$ cat config.mk
export PLATFORM = sky130hd
export DESIGN_NAME = wb_commit
export DESIGN_NICKNAME = d
export VERILOG_FILES = /design/src/rtl/wb_commit.sv
export SDC_FILE = /design/constraint.sdc
export NUM_CORES = 1
export LEC_CHECK = 0
export ABC_CLOCK_PERIOD_IN_PS = 3200
export CAP_MARGIN = 10
export CORE_AREA = 3 3 196 198
export DETAILED_ROUTE_END_ITERATION = 6
export DIE_AREA = 0 0 199 201
export PLACE_DENSITY = 0.55
export SETUP_SLACK_MARGIN = 0.1
export SYNTH_ARGS = -nofsm -noshare
export SYNTH_HDL_FRONTEND = slang
export SYNTH_SLANG_ARGS = --single-unit
$ cat constraint.sdc
create_clock -name clk -period 3.2 [get_ports clk]
set_clock_uncertainty 0.05 [all_clocks]
set_input_delay 0.48 -clock clk [delete_from_list [all_inputs] [get_ports clk]]
set_output_delay 0.48 -clock clk [all_outputs]
set_load 0.01 [all_outputs]
$ cat src/rtl/wb_commit.sv
// ---------------------------------------------------------------------------
// wb_commit -- write-back / commit stage
//
// Registers one instruction per cycle from the previous stage and turns it
// into architectural side effects: a register-file write, a CSR write, an
// exception request or an ertn flush. Every output is decoded from the
// stage register, so results appear one cycle after in_valid.
//
// After an exception or ertn retires, the stage enters SQUASH and bumps
// cur_epoch. Upstream tags each instruction with the epoch it was fetched
// under. While in SQUASH, instructions with a stale tag are dropped. The
// first instruction carrying the current tag returns the stage to RUN.
//
// Parameters
//   DATA_W   width of PC, result, bad address and CSR data
//   NUM_EXC  number of exception request bits (6..8), bit 0 = highest priority
//   EPOCH_W  width of the flush epoch tag
//
// Ports
//   clk, resetn                 clock, synchronous active-low reset
//   in_*                        incoming instruction fields; in_allow is tied 1
//   rf_we/rf_waddr/rf_wdata     register-file write port
//   csr_we/csr_num/csr_wmask/csr_wvalue   CSR write port
//   ex_valid/ex_ecode/ex_esubcode/ex_pc/ex_badv   exception request
//   ertn_flush                  exception-return flush
//   cur_epoch                   current flush epoch
//   debug_wb_*                  trace port
//   retire_cnt                  64-bit count of normally retired instructions;
//                               present only when WB_COMMIT_RETIRE_CNT_EN is
//                               defined
// ---------------------------------------------------------------------------
module wb_commit #(
    parameter int DATA_W  = 32,
    parameter int NUM_EXC = 8,
    parameter int EPOCH_W = 2
) (
    input  logic               clk,
    input  logic               resetn,

    input  logic               in_valid,
    output logic               in_allow,
    input  logic [DATA_W-1:0]  in_pc,
    input  logic [31:0]        in_inst,
    input  logic [EPOCH_W-1:0] in_epoch,
    input  logic               in_gr_we,
    input  logic [4:0]         in_dest,
    input  logic [DATA_W-1:0]  in_result,
    input  logic [DATA_W-1:0]  in_badv,
    input  logic [NUM_EXC-1:0] in_exc,
    input  logic               in_ertn,
    input  logic               in_csr_we,
    input  logic [13:0]        in_csr_num,
    input  logic [DATA_W-1:0]  in_csr_wmask,
    input  logic [DATA_W-1:0]  in_csr_wvalue,

    output logic               rf_we,
    output logic [4:0]         rf_waddr,
    output logic [DATA_W-1:0]  rf_wdata,
    output logic               csr_we,
    output logic [13:0]        csr_num,
    output logic [DATA_W-1:0]  csr_wmask,
    output logic [DATA_W-1:0]  csr_wvalue,

    output logic               ex_valid,
    output logic [5:0]         ex_ecode,
    output logic [8:0]         ex_esubcode,
    output logic [DATA_W-1:0]  ex_pc,
    output logic [DATA_W-1:0]  ex_badv,
    output logic               ertn_flush,
    output logic [EPOCH_W-1:0] cur_epoch,

    output logic [DATA_W-1:0]  debug_wb_pc,
    output logic [3:0]         debug_wb_rf_we,
    output logic [4:0]         debug_wb_rf_wnum,
    output logic [DATA_W-1:0]  debug_wb_rf_wdata
`ifdef WB_COMMIT_RETIRE_CNT_EN
    ,
    output logic [63:0]        retire_cnt
`endif
);

    typedef enum logic {
        ST_RUN    = 1'b0,
        ST_SQUASH = 1'b1
    } state_e;

    // Control state
    logic               valid_q,     valid_d;
    state_e             state_q,     state_d;
    logic [EPOCH_W-1:0] cur_epoch_q, cur_epoch_d;

    // Stage register payload
    logic [DATA_W-1:0]  pc_q,         pc_d;
    logic [31:0]        inst_q,       inst_d;
    logic               gr_we_q,      gr_we_d;
    logic [4:0]         dest_q,       dest_d;
    logic [DATA_W-1:0]  result_q,     result_d;
    logic [DATA_W-1:0]  badv_q,       badv_d;
    logic [NUM_EXC-1:0] exc_q,        exc_d;
    logic               ertn_q,       ertn_d;
    logic               csr_we_q,     csr_we_d;
    logic [13:0]        csr_num_q,    csr_num_d;
    logic [DATA_W-1:0]  csr_wmask_q,  csr_wmask_d;
    logic [DATA_W-1:0]  csr_wvalue_q, csr_wvalue_d;

    logic accept;
    logic exc_any;
    logic flush;
    logic retire;
    logic [2:0] win_idx;

    // The instruction word is carried for tracing only; nothing here decodes it.
    logic unused_inst;
    assign unused_inst = ^inst_q;

    assign in_allow = 1'b1;

    // Stale-epoch instructions are only dropped while a flush is outstanding.
    assign accept  = in_valid & ((state_q == ST_RUN) | (in_epoch == cur_epoch_q));
    assign exc_any = |exc_q;
    assign flush   = valid_q & (exc_any | ertn_q);
    assign retire  = valid_q & ~exc_any & ~ertn_q;

    // ---------------------------------------------------------------------
    // Next-state logic
    // ---------------------------------------------------------------------
    always_comb begin
        // NOTE: every signal gets a default before any branch so no path
        // leaves it unassigned; that keeps this block free of latches.
        valid_d      = accept;
        state_d      = state_q;
        cur_epoch_d  = cur_epoch_q;
        pc_d         = pc_q;
        inst_d       = inst_q;
        gr_we_d      = gr_we_q;
        dest_d       = dest_q;
        result_d     = result_q;
        badv_d       = badv_q;
        exc_d        = exc_q;
        ertn_d       = ertn_q;
        csr_we_d     = csr_we_q;
        csr_num_d    = csr_num_q;
        csr_wmask_d  = csr_wmask_q;
        csr_wvalue_d = csr_wvalue_q;

        // Payload is captured whenever in_valid is high; whether it counts
        // is decided solely by valid_q.
        if (in_valid) begin
            pc_d         = in_pc;
            inst_d       = in_inst;
            gr_we_d      = in_gr_we;
            dest_d       = in_dest;
            result_d     = in_result;
            badv_d       = in_badv;
            exc_d        = in_exc;
            ertn_d       = in_ertn;
            csr_we_d     = in_csr_we;
            csr_num_d    = in_csr_num;
            csr_wmask_d  = in_csr_wmask;
            csr_wvalue_d = in_csr_wvalue;
        end

        // A retiring flush always opens a new epoch, even when already in
        // SQUASH: back-to-back exceptions each get their own epoch. A new
        // flush wins over leaving SQUASH on the same edge.
        if (flush) begin
            state_d     = ST_SQUASH;
            cur_epoch_d = cur_epoch_q + EPOCH_W'(1);
        end else if ((state_q == ST_SQUASH) && accept) begin
            state_d = ST_RUN;
        end
    end

    // ---------------------------------------------------------------------
    // Registers
    // ---------------------------------------------------------------------
    // NOTE: sequential state uses non-blocking assignments so every flop
    // samples its _d value from before the edge, independent of statement
    // order.
    always_ff @(posedge clk) begin
        if (!resetn) begin
            valid_q     <= 1'b0;
            state_q     <= ST_RUN;
            cur_epoch_q <= '0;
        end else begin
            valid_q     <= valid_d;
            state_q     <= state_d;
            cur_epoch_q <= cur_epoch_d;
        end
    end

    // NOTE: payload flops have no reset; valid_q qualifies every use, so
    // leaving them unreset saves reset routing without changing behaviour.
    always_ff @(posedge clk) begin
        pc_q         <= pc_d;
        inst_q       <= inst_d;
        gr_we_q      <= gr_we_d;
        dest_q       <= dest_d;
        result_q     <= result_d;
        badv_q       <= badv_d;
        exc_q        <= exc_d;
        ertn_q       <= ertn_d;
        csr_we_q     <= csr_we_d;
        csr_num_q    <= csr_num_d;
        csr_wmask_q  <= csr_wmask_d;
        csr_wvalue_q <= csr_wvalue_d;
    end

    // ---------------------------------------------------------------------
    // Exception priority: lowest set index wins
    // ---------------------------------------------------------------------
    always_comb begin
        win_idx = 3'd0;
        for (int i = NUM_EXC - 1; i >= 0; i--) begin
            if (exc_q[i]) win_idx = 3'(i);
        end
    end

    always_comb begin
        ex_ecode    = 6'h00;
        ex_esubcode = 9'd0;
        case (win_idx)
            3'd0:    ex_ecode = 6'h00;                       // INT
            3'd1:    ex_ecode = 6'h08;                       // ADEF
            3'd2:    ex_ecode = 6'h0D;                       // INE
            3'd3:    ex_ecode = 6'h0B;                       // SYS
            3'd4:    ex_ecode = 6'h0C;                       // BRK
            3'd5:    ex_ecode = 6'h09;                       // ALE
            3'd6:    begin ex_ecode = 6'h08; ex_esubcode = 9'd1; end  // ADEM
            default: ex_ecode = 6'h3F;                       // reserved
        endcase
    end

    // ---------------------------------------------------------------------
    // Outputs
    // ---------------------------------------------------------------------
    assign ex_valid   = valid_q & exc_any;
    assign ex_pc      = pc_q;
    // A fetch-address fault reports the faulting PC as the bad address.
    assign ex_badv    = (win_idx == 3'd1) ? pc_q : badv_q;
    assign ertn_flush = valid_q & ertn_q & ~exc_any;
    assign cur_epoch  = cur_epoch_q;

    // r0 writes are still reported; the register file discards them.
    assign rf_we      = valid_q & gr_we_q & ~exc_any & ~ertn_q;
    assign rf_waddr   = dest_q;
    assign rf_wdata   = result_q;

    assign csr_we     = valid_q & csr_we_q & ~exc_any;
    assign csr_num    = csr_num_q;
    assign csr_wmask  = csr_wmask_q;
    assign csr_wvalue = csr_wvalue_q;

    assign debug_wb_pc       = pc_q;
    assign debug_wb_rf_we    = {4{rf_we}};
    assign debug_wb_rf_wnum  = dest_q;
    assign debug_wb_rf_wdata = result_q;

`ifdef WB_COMMIT_RETIRE_CNT_EN
    logic [63:0] retire_cnt_q, retire_cnt_d;

    always_comb begin
        retire_cnt_d = retire_cnt_q;
        if (retire) retire_cnt_d = retire_cnt_q + 64'd1;
    end

    always_ff @(posedge clk) begin
        if (!resetn) retire_cnt_q <= '0;
        else         retire_cnt_q <= retire_cnt_d;
    end

    assign retire_cnt = retire_cnt_q;
`else
    logic unused_retire;
    assign unused_retire = retire;
`endif

endmodule

# ---- Yosys cells after proc, flatten, opt, wreduce, memory -nomap -nowiden
# Index checks and enable logic that the tools add are counted.
dict set report op_classes {
  n_addsub 1
  multipliers 0
  div 0
  order_cmp 0
  n_eq_ne 7
  shift 0
  mux 13
  bitwise_logic 15
  reduce_logical 5
}
# op count
set ops {}
lappend ops {{$pmux W6 S6} 1}
lappend ops {{$mux W32} 1}
lappend ops {{$mux W3} 8}
lappend ops {{$and A1 B1 Y1} 10}
lappend ops {{$eq A3 B3 Y1 const B} 3}
lappend ops {{$reduce_or A8 Y1} 1}
lappend ops {{$eq A3 B2 Y1 const B} 2}
lappend ops {{$eq A3 B1 Y1 const B} 1}
lappend ops {{$logic_not A3 Y1} 1}
lappend ops {{$mux W1} 3}
lappend ops {{$not A1 Y1} 3}
lappend ops {{$add A2 B1 Y2 const B} 1}
lappend ops {{$eq A2 B2 Y1} 1}
lappend ops {{$or A1 B1 Y1} 2}
lappend ops {{$reduce_bool A2 Y1} 1}
lappend ops {{$reduce_or A2 Y1} 1}
lappend ops {{$logic_and A1 B1 Y1} 1}
dict set report totals {
  reg_bits 194
  latchBits 0
  ramBits 0
  mem_bits_ro 0
  inputBits 227
  output_inout_bits 274
  word_cells 55
  mem_count 0
}

# ---- Longest topological paths before layout
dict set report depth {
  depth_word 11
  ltp_mapped 5
}

# ---- Worst setup path after synthesis
# No wires, ideal clock.
dict set report synth_timing {
  path_type {reg-to-output}
  from {register exc_q[4]}
  to {output port debug_wb_rf_we[0]}
  arrival_ns 1.669
  t_required_ns 2.670
  path_slack_ns 1.001
  path_stages_with_launch 6
  cell_sequence {edfxtp_1 or4_1 buf_2 nor2_1 and4b_1 buf_4}
}
dict set report synth_via {
  elab_chain_len 4
}
# item line_no
set synth_rtl {}
lappend synth_rtl {{from (decl)} 99} ;# logic [NUM_EXC-1:0] exc_q, exc_d;
lappend synth_rtl {{from (signal assigned)} 201} ;# exc_q <= exc_d;
lappend synth_rtl {{$reduce_or A8 Y1} 120} ;# assign exc_any = |exc_q;
lappend synth_rtl {{$not A1 Y1} 245} ;# assign rf_we = valid_q & gr_we_q & ~exc_any & ~ertn_q;
lappend synth_rtl {{$and A1 B1 Y1 (2 in series)} 245}
lappend synth_rtl {{to (decl)} 73} ;# output logic [3:0] debug_wb_rf_we,
# No other way between the ends.

# ---- Final worst setup path
dict set report layout_timing {
  from {register exc_q[0]}
  to {output port ex_badv[24]}
}
dict set report layout_via {
  elab_chain_len 3
}
# item line_no
set layout_rtl {}
lappend layout_rtl {{$mux W3} 215} ;# if (exc_q[i]) win_idx = 3'(i);
lappend layout_rtl {{$eq A3 B1 Y1} 240} ;# assign ex_badv = (win_idx == 3'd1) ? pc_q : badv_q;
lappend layout_rtl {{$mux W32} 240}
lappend layout_rtl {{to (decl)} 68} ;# output logic [DATA_W-1:0] ex_badv,
# No other way between the ends.

==> metrics.md <==
| Metric | Value |
|---|---|
| Die Span Y | `201 µm` |
| Syn Std Cell Area | `between 7000 and 8000 µm²` |
| Final ANT Viol Nets | `0` |
| Initial antenna violation count | `1` |
| Sequential Power Share | `0.475` |
| Area grow syn2layout | `75.42%` |
| Startpoint Class | `register` |
| Most frequent cells in the layout | `453 x clkdlybuf4s50_1, 190 x edfxtp_1, 30 x mux2_2` |
| Critical path data required time | `2670 ps` |
| First-pass GRT wire length | `~32 mm` |
| Via Count | `roughly 4.6k` |
| Status | `finished, final reports clean` |
| Commonest non-fill, non-tap cell in the layout | `clkdlybuf4s50_1` |
| XOR/XNOR Fraction of Synth Area | `0.002470` |
| Clk Latency, worst-skew pair | `430 ps` |
| I/O Pins | `501` |
| DRC | `0` |
| Top-area cell type share of the netlist area | `0.8045` |
| Clock period minus final worst setup slack | `2976 ps` |
| Core area | `36700 µm²` |
| Post-synth ARST share | `0` |
| Placement Setup Slack | `468.0 ps` |
| Layout cells sized above 1 | `0.1046` |
| Largest net degree at the start of global routing | `58` |
| Overflow left after global routing | `0` |
| Final wirelength | `22.58 mm` |
| Adder-cell area share of the yosys netlist | `0` |
| Initial core utilization | `0.1932` |
| FP Rows | `70` |
| Final HPWL DP | `17.75 mm` |
| Hold Path Class | `register to register` |
| Filler cells | `3583` |
| CTS tree | `built` |
| Number of global-route vias before repair | `4967` |
| H-tree Lvls | `4` |
| Unrepaired setup endpoints after global routing | `no` |
| Wire length per cell | `18.03 µm` |
| Hold_ws | `a little under 500 ps` |
| DR iter-0 viols | `197` |
| CP arrival | `2450 ps` |
| Sum of negative setup slack | `0 ps` |
| # hold bufs at CTS | `0` |
| Die width | `~200 µm` |
| Max-Cap Viols | `0` |
| PortBufs | `approximately 460` |
| Setup-failing EPs final | `0` |
| Clock buffer depth | `2` |
| CTS buffer count | `17` |
| Main combinational cell family by area after synthesis | `buffers and inverters` |
| Synth Flop Type | `edfxtp_1` |
| Sequential share of the synthesized area | `0.8158` |
| Synth Warn # | `0` |
| Die area | `40000 µm²` |
| Register bit count reported by yosys | `194` |
| Biggest area consumer among synthesized cells | `edfxtp_1` |
| Multiplexer share of the synthesized area | `0.05363` |
| Worst-path clk slew | `70 ps` |
| Leading post-synthesis cells by cell area | `edfxtp_1 80%, buf_4 8.8%, mux2_2 4.8%` |
| Placer Congestion | `just over 0.7` |
| PD cells | `526.8 nW/µm²` |
| Library cells used by synthesis | `33` |
| Clock sink count | `194` |
| Drt pass-1 iters | `6` |
| Sw power | `1.561 mW` |
| Cell count after synthesis | `roughly 360` |
| Ant diodes | `0` |
| LEAKAGE | `4.427 nW` |
| Synth Area in Simple Gates | `0.01923` |
| FMAX | `336.0 MHz` |
| Combinational power share | `0.169` |
| Clk root buf | `clkbuf_16` |
| Nets | `around 1000` |
| Syn_area_per_cell | `19.59 µm²` |
| Pins Over Slew Limit | `0` |
| Post-route cell area | `roughly 12000 µm²` |
| Compound-Gate Fraction of Synth Area | `0.01394` |
| Pint | `4.993 mW` |
| Period utilization | `0.9300` |
| Setup crit end kind | `primary output` |
| Finished Core Util | `0.3390` |
| Peak VDD IR | `roughly 0.00035 V` |
| Clock share of power | `0.356` |
| Tot GR Track Use | `0.1098` |
| Fin. Hold Viols | `0` |
| DR vias/cell | `3.668` |
| Final setup margin | `224.0 ps` |
| Critical path class | `register to primary output` |
| Sw Ratio | `0.2382` |
| CP Max Fanout | `32` |
| EDFF count, synth | `between 150 and 200` |
| Cell area after placement | `11740 µm²` |
logic make-up (layout without fill, tap and decap cells):
kind of cell | count (synthesis) | in the layout
AO/OA/AOI/OAI | 12 | 12
multiplexers | 34 | 34
XOR/XNOR | 2 | 2
AND/OR/NAND/NOR | 25 | 25
other | 2 | 9
buffers and inverters | 93 | 508
flip-flops | 194 | 194
sequential cells by signal, indices dropped and copies added, names as in the netlist, 5 cells and up:
signal	flops
csr_wvalue	32
debug_wb_pc	32
debug_wb_rf_wdata	32
badv_q	32
debug_wb_rf_wnum	5
csr_wmask	32
exc_q	8
csr_num	14
final timing paths:
check                           startpoint           end  slack [ps]  depth (start not counted)
worst max-delay path              exc_q[0]   ex_badv[24]         220                          4
worst min-delay path               state_q       valid_q         490                          2
worst max register to register    exc_q[6]  cur_epoch[1]        1460                          3
worst min register to register     state_q       valid_q         490                          2
critical path, cell delays in order (launching register included):
cell and delay [ps]:
edfxtp_1 510, nor2b_4 140, buf_4 400, mux2_2 390, clkdlybuf4s50_1 520
power groups by stage:
stage | Clock, mW | Combinational, mW | Sequential, mW
finish | 2.33 | 1.11 | 3.11
global route | 2.53 | 1.17 | 3.14
CTS | 2.43 | 1.13 | 3.12
detailed placement | 0 | 1.11 | 3.18
global placement | 0 | 1.11 | 3.17
floorplan | 0 | 0.261 | 3.22
what timing repair did:
item | CTS | global route
endpoints found under the setup margin | 5 | 6
gates resized for setup | 3 | 6
pin swaps | 0 | 0
endpoints found under the hold margin | 0 | 0
setup buffers | 3 | 1
cell usage after synthesis (3+ instances only):
library cell  number
buf_4             83
or4_1              3
nand2_1            3
edfxtp_1         190
mux2_2            30
buf_2              4
nor2_1             8
dfxtp_1            4
inv_1              4
and3_1             3
per-layer routing:
layer,global-route usage,part of all wire,vias to the layer above
met3,0.05858,0.11,17
met5,0,0.00089,-
li1,-,-,2095
met2,0.1887,0.50,285
met1,0.1164,0.37,2193
met4,0.03188,0.014,2
through the flow:
stage | power (mW) | cells
after detailed placement | 4.290 | 1216
after global routing | 6.841 | 1252
final | 6.554 | 1252
after global placement | 4.280 | 1216
after CTS | 6.674 | 1251
after floorplan | 3.486 | 369
area by class of cell:
class	instances	area, µm²	share of cell area
Tap cell	468	585.6	0.04707
Inverter	4	15.01	0.001207
Clock inverter	15	224.0	0.01800
Sequential cell	194	5786	0.4651
Timing Repair Buffer	472	4721	0.3795
Clock buffer	17	425.4	0.03419
Multi-Input combinational cell	82	684.4	0.05501
No activity file was read; power rests on OpenSTA's default activity.
